File: src/rtl/kbd_fifo_if.sv
// Key-event FIFO bus: the producer/consumer side of kbd_fifo.
// The master drives key events, read strobes and overflow clears.
// The slave (the FIFO) returns the head entry and status.
interface kbd_fifo_if #(
  parameter int AW = 3
);
  logic        in_valid;
  logic [15:0] in_data;
  logic        ren;
  logic        ovf_clr;
  logic [15:0] rdata;
  logic [AW:0] count;
  logic        empty;
  logic        full;
  logic        overflow;

  modport master (
    output in_valid, in_data, ren, ovf_clr,
    input  rdata, count, empty, full, overflow
  );

  modport slave (
    input  in_valid, in_data, ren, ovf_clr,
    output rdata, count, empty, full, overflow
  );
endinterface

File: src/rtl/kbd_fifo.sv
// Keyboard event FIFO with first-word fall-through read.
// Optionally drops typematic auto-repeat make events.
// It keeps a sticky overflow flag for events lost while the FIFO is full.
module kbd_fifo #(
  parameter int DEPTH         = 8,
  parameter int AW            = 3,
  parameter bit FILTER_REPEAT = 1'b1
) (
  input logic      clk,
  input logic      rst,
  kbd_fifo_if.slave bus
);

  localparam logic [AW:0] DEPTH_C = (AW+1)'(DEPTH);

  logic [15:0]   storage [DEPTH];

  logic [AW-1:0] rd_ptr_q, rd_ptr_d;
  logic [AW-1:0] wr_ptr_q, wr_ptr_d;
  logic [AW:0]   count_q, count_d;
  logic          overflow_q, overflow_d;
  logic [7:0]    last_make_q, last_make_d;

  logic          is_empty;
  logic          is_full;
  logic          valid_evt;
  logic          is_break;
  logic [7:0]    ascii;
  logic          filtered;
  logic          accept;
  logic          pop;
  logic          push;

  // Status comes from registered count only.
  assign is_empty = (count_q == '0);
  assign is_full  = (count_q == DEPTH_C);
  assign ascii    = bus.in_data[7:0];
  assign is_break = bus.in_data[8];

  // Accept, filter and push/pop decisions, plus the next-state values.
  always_comb begin
    rd_ptr_d    = rd_ptr_q;
    wr_ptr_d    = wr_ptr_q;
    count_d     = count_q;
    overflow_d  = overflow_q;
    last_make_d = last_make_q;

    // Events whose ASCII byte is zero carry no key and are ignored outright.
    valid_evt = bus.in_valid && (ascii != 8'h00);
    filtered  = FILTER_REPEAT && valid_evt && !is_break && (ascii == last_make_q);
    accept    = valid_evt && !filtered;
    // A pop needs stored data, so an empty FIFO never bypasses in to out.
    pop       = bus.ren && !is_empty;
    // When full, a same-cycle pop frees the slot that the push takes.
    push      = accept && (!is_full || pop);

    if (pop) begin
      rd_ptr_d = rd_ptr_q + 1'b1;
    end
    if (push) begin
      wr_ptr_d = wr_ptr_q + 1'b1;
    end
    if (push && !pop) begin
      count_d = count_q + 1'b1;
    end else if (pop && !push) begin
      count_d = count_q - 1'b1;
    end

    // A fresh overflow beats a same-cycle clear.
    if (accept && is_full && !pop) begin
      overflow_d = 1'b1;
    end else if (bus.ovf_clr) begin
      overflow_d = 1'b0;
    end

    // Repeat tracking follows every valid event, even when it gets dropped.
    if (FILTER_REPEAT && valid_evt) begin
      if (!is_break) begin
        last_make_d = ascii;
      end else if (ascii == last_make_q) begin
        last_make_d = 8'h00;
      end
    end
  end

  // Storage write; contents are not reset.
  always_ff @(posedge clk) begin
    if (!rst && push) begin
      storage[wr_ptr_q] <= bus.in_data;
    end
  end

  // State registers; reset overrides all same-cycle activity.
  always_ff @(posedge clk) begin
    if (rst) begin
      rd_ptr_q    <= '0;
      wr_ptr_q    <= '0;
      count_q     <= '0;
      overflow_q  <= 1'b0;
      last_make_q <= 8'h00;
    end else begin
      rd_ptr_q    <= rd_ptr_d;
      wr_ptr_q    <= wr_ptr_d;
      count_q     <= count_d;
      overflow_q  <= overflow_d;
      last_make_q <= last_make_d;
    end
  end

  assign bus.rdata    = is_empty ? 16'h0000 : storage[rd_ptr_q];
  assign bus.count    = count_q;
  assign bus.empty    = is_empty;
  assign bus.full     = is_full;
  assign bus.overflow = overflow_q;

endmodule

File: src/flat_wrapper.sv
// flat-port wrapper written by rule: the top's interface ports become plain ports
module kbd_fifo_flat 
#(
  parameter int DEPTH         = 8,
  parameter int AW            = 3,
  parameter bit FILTER_REPEAT = 1'b1
)
  (clk, rst, bus_in_valid, bus_in_data, bus_ren, bus_ovf_clr, bus_rdata, bus_count, bus_empty, bus_full, bus_overflow);
  kbd_fifo_if #(.AW(AW)) bus_i ();
  input logic clk;
  input logic rst;
  input wire logic [$bits(bus_i.in_valid)-1:0] bus_in_valid;
  input wire logic [$bits(bus_i.in_data)-1:0] bus_in_data;
  input wire logic [$bits(bus_i.ren)-1:0] bus_ren;
  input wire logic [$bits(bus_i.ovf_clr)-1:0] bus_ovf_clr;
  output wire logic [$bits(bus_i.rdata)-1:0] bus_rdata;
  output wire logic [$bits(bus_i.count)-1:0] bus_count;
  output wire logic [$bits(bus_i.empty)-1:0] bus_empty;
  output wire logic [$bits(bus_i.full)-1:0] bus_full;
  output wire logic [$bits(bus_i.overflow)-1:0] bus_overflow;
  assign bus_i.in_valid = bus_in_valid;
  assign bus_i.in_data = bus_in_data;
  assign bus_i.ren = bus_ren;
  assign bus_i.ovf_clr = bus_ovf_clr;
  assign bus_rdata = bus_i.rdata;
  assign bus_count = bus_i.count;
  assign bus_empty = bus_i.empty;
  assign bus_full = bus_i.full;
  assign bus_overflow = bus_i.overflow;
  kbd_fifo #(.DEPTH(DEPTH), .AW(AW), .FILTER_REPEAT(FILTER_REPEAT)) u_core (.clk(clk), .rst(rst), .bus(bus_i));
endmodule
File: config.mk
export PLATFORM = sky130hd
export DESIGN_NAME = kbd_fifo_flat
export DESIGN_NICKNAME = d
export VERILOG_FILES = /design/src/rtl/kbd_fifo_if.sv /design/src/rtl/kbd_fifo.sv /design/src/flat_wrapper.sv
export SDC_FILE = /design/constraint.sdc
export NUM_CORES = 1
export LEC_CHECK = 0
export CAP_MARGIN = 20
export CELL_PAD_IN_SITES_DETAIL_PLACEMENT = 1
export CELL_PAD_IN_SITES_GLOBAL_PLACEMENT = 2
export CORE_ASPECT_RATIO = 1.5
export CORE_UTILIZATION = 48
export CTS_BUF_LIST = sky130_fd_sc_hd__clkbuf_16
export CTS_CLUSTER_DIAMETER = 40
export DETAILED_ROUTE_END_ITERATION = 6
export PLACE_DENSITY = 0.85
export SYNTH_ARGS = -nofsm -noshare
export SYNTH_HDL_FRONTEND = slang
export SYNTH_SLANG_ARGS = --single-unit
File: constraint.sdc
create_clock -name clk -period 4.8 [get_ports clk]
set_input_delay 1.2 -clock clk [delete_from_list [all_inputs] [get_ports clk]]
set_output_delay 1.2 -clock clk [all_outputs]
set_load 0.02 [all_outputs]
==> run metrics <==
grt met2 use=36.6%; Seq/Total Area, Yosys=71.7%; Final setup viols=0; CTS tree=yes; largest family of logic cells by synthesized area=multiplexers; internal power=2750 uW; GRT busiest layer=met2; Sw Share=28.3%; clock latency at the later pin of the worst-skew pair=0.41 ns; slowest stage delay, CP=0.77 ns; met3 usage in global routing=4.11%; clock share of power=33.4%; Relative slew margins=34.9%; number of distinct library cells after synthesis=37; max-capacitance violation count=0; die height=139 um; maximum VDD drop=325 uV; fin util=59.9%; Final period util=84.0%; r2r worst-path depth=11; fin. max-slew vios=0; simple-gate share of the synthesized area=5.48%; syn avg cell area=19.2 um2; Detailed Route WL=12.6 mm; Vias=3111; # Post-CTS Setup Buffers=0; Worst setup EP type=output pin; kind of critical path=reg2out; Synth-to-Final Area Change=21.1%; 1st-pass router iterations=4; synth warn=0; GPL Wtd Cong=0.704; Worst path depth=5; Max Freq=0.248 GHz; Worst Setup Slack, final=0.767 ns; Sink Count=150; ANT cells=0; Tightest Pin Transition=0.969 ns; Leakage=0.00232 uW; Post-Place Setup Slack=0.494 ns; Synth area leader=edfxtp_1; initial antenna violation count=0; Placeable Area=12100 um2; Clock Pin Slew Worst Setup and Hold Paths=0.06 ns; Yosys top cell area share=64.3%; combinational power share=25.7%; DIE AREA=12900 um2; WP data arrival=2.83 ns; Routed Antenna Nets=0; setup TNS=0 ns; Post-Synthesis Cells=312; number of global-route vias before repair=3392; Avg Vias per Cell=5.75; Final Hold Fails=0; Top Ports=44; H-tree Lvls=4; Synth Register Bits=150; worst hold path type=reg2reg; M1 GR Usage=26.2%; Slowest cell on crit path=dfxtp_2; clk root buf=clkbuf_16; WHS Path Cells=2; Worst setup SP type=flop; Worst Path Max Fanout=19; Clock Tree Buf Depth=2; Starting Density=49.5%; crit-path cells=buf_4 > mux4_2 > mux2i_1 > nor2_1 > clkdlybuf4s50_1; Post-layout nets=402; adder-cell share of the synthesized area=1.38%; Worst EP required=3.60 ns; CP bufs+invs=2; xor and xnor area share after synthesis=1.90%; HPWL Detailed=7.50 mm; Final Critical Period=4.03 ns; post-synthesis mux area share=15.2%; Row Count=49; area of the multi-input gates=1640 um2; Die Width=93.1 um; Filler Cell Count=1039; clock skew=0.0137 ns; WL/cell=23.2 um; Area contributors post-synth=edfxtp_1 (64%), mux4_2 (12%), dfxtp_1 (7.4%); pwr/cell area=529 nW/um2; # DRC=0; cell family with most CP delay=buffers and inverters; IO Port Bufs=43; Seq. cell area=4290 um2; sequential power share=40.8%; unrepaired setup endpoints after global routing=no; Synth Area in Compound Gates=3.14%; switching power=1080 uW; layout cells sized above 1=22.9%; final global-route overflow total=0; # hold bufs at CTS=0; Net Count, Synth=339; status=finished clean; largest net degree at the start of global routing=33; first-pass GRT wire length=19.6 mm; gr usage total=21.0%; Post-Syn Area=5980 um2; Num CTS Buffers=17; DR iter-0 viols=286; post-cts sizing count=0
registers in the layout, summed over array words and instances (netlist names), named ones only:
| signal | flops |
|---|---|
| u_core.storage | 128 |
| u_core.last_make_q | 8 |
| u_core.bus.count | 4 |
| u_core.rd_ptr_q | 3 |
| u_core.wr_ptr_q | 3 |
| u_core.bus.overflow | 1 |
layout make-up:
type	count	area share, %
clock buffers	17	5.88
clock inverters	15	2.14
inverters	3	0.156
multi-input cells	147	22.7
flip-flops and latches	150	59.2
well taps	153	2.65
repair buffers	56	7.30
metrics by stage:
stage	instance area (um2)	total power [uW]	cells	hold slack, ns
after floorplan	5980	2220	312	0.471
after global placement	6660	2570	509	0.463
after detailed placement	6660	2600	509	0.471
after CTS	7240	3880	541	0.487
after global routing	7240	3980	541	0.502
final	7240	3830	541	0.484
cells by family (layout without fill, tap and decap cells):
kind of cell | Yosys count | in the layout
AO/OA/AOI/OAI | 22 | 22
XOR/XNOR | 13 | 13
adder cells (fa/ha/maj) | 6 | 6
buffers and inverters | 15 | 91
flip-flops | 150 | 150
multiplexers | 51 | 51
AND/OR/NAND/NOR | 55 | 55
power by group through the flow:
stage / sequential (uW) / clock, uW / combinational (uW)
floorplan: 1550 / 0 / 670
global route: 1580 / 1350 / 1060
detailed placement: 1600 / 0 / 1000
CTS: 1570 / 1300 / 1010
finish: 1560 / 1280 / 986
global placement: 1590 / 0 / 977
worst paths after layout:
check | startpoint | to | slack, ns
min reg2reg | u_core.bus.overflow$_SDFFE_PP0P_ | u_core.bus.overflow$_SDFFE_PP0P_ | 0.48
min | u_core.bus.overflow$_SDFFE_PP0P_ | u_core.bus.overflow$_SDFFE_PP0P_ | 0.48
max reg2reg | u_core.bus.count[0]$_SDFFE_PP0P_ | u_core.bus.count[3]$_SDFFE_PP0P_ | 1.98
max | flop | bus_rdata[5] | 0.77
tightest hold or removal path: stages (launching register included):
cell      delay [ns]
dfxtp_1         0.31
nand2b_1        0.07
a21oi_1         0.06
cell usage after synthesis, drive strengths merged:
cell    instances
a21o            1
a21oi           8
a221oi          1
a22o            8
a31o            1
buf             9
clkbuf          3
dfxtp          22
edfxtp        128
fa              1
ha              5
inv             3
mux2i          19
mux4           32
nand2           2
nand2b          5
nand3b          2
nand4           5
nor2           30
nor3            3
nor4            5
nor4b           1
o21ai           2
o31a            1
or3             2
xnor2          10
xor2            3
metal layers:
| layer | up-vias | routed length [um] |
|---|---|---|
| met1 | 1642 | 5030 |
| met5 | - | 0 |
| met3 | 8 | 433 |
| met2 | 82 | 6960 |
| li1 | 1379 | - |
| met4 | 0 | 135 |
cell usage in the layout (no fill, tap or decap), types with 5 or more instances in the layout:
cell / n
buf_4: 13
clkdlybuf4s50_1: 43
edfxtp_1: 128
nor2_1: 30
nand4_1: 5
clkbuf_16: 17
ha_1: 5
dfxtp_1: 21
a22o_1: 8
xnor2_1: 10
mux2i_1: 19
mux4_2: 32
a21oi_1: 5
No activity file was read; power rests on OpenSTA's default activity.
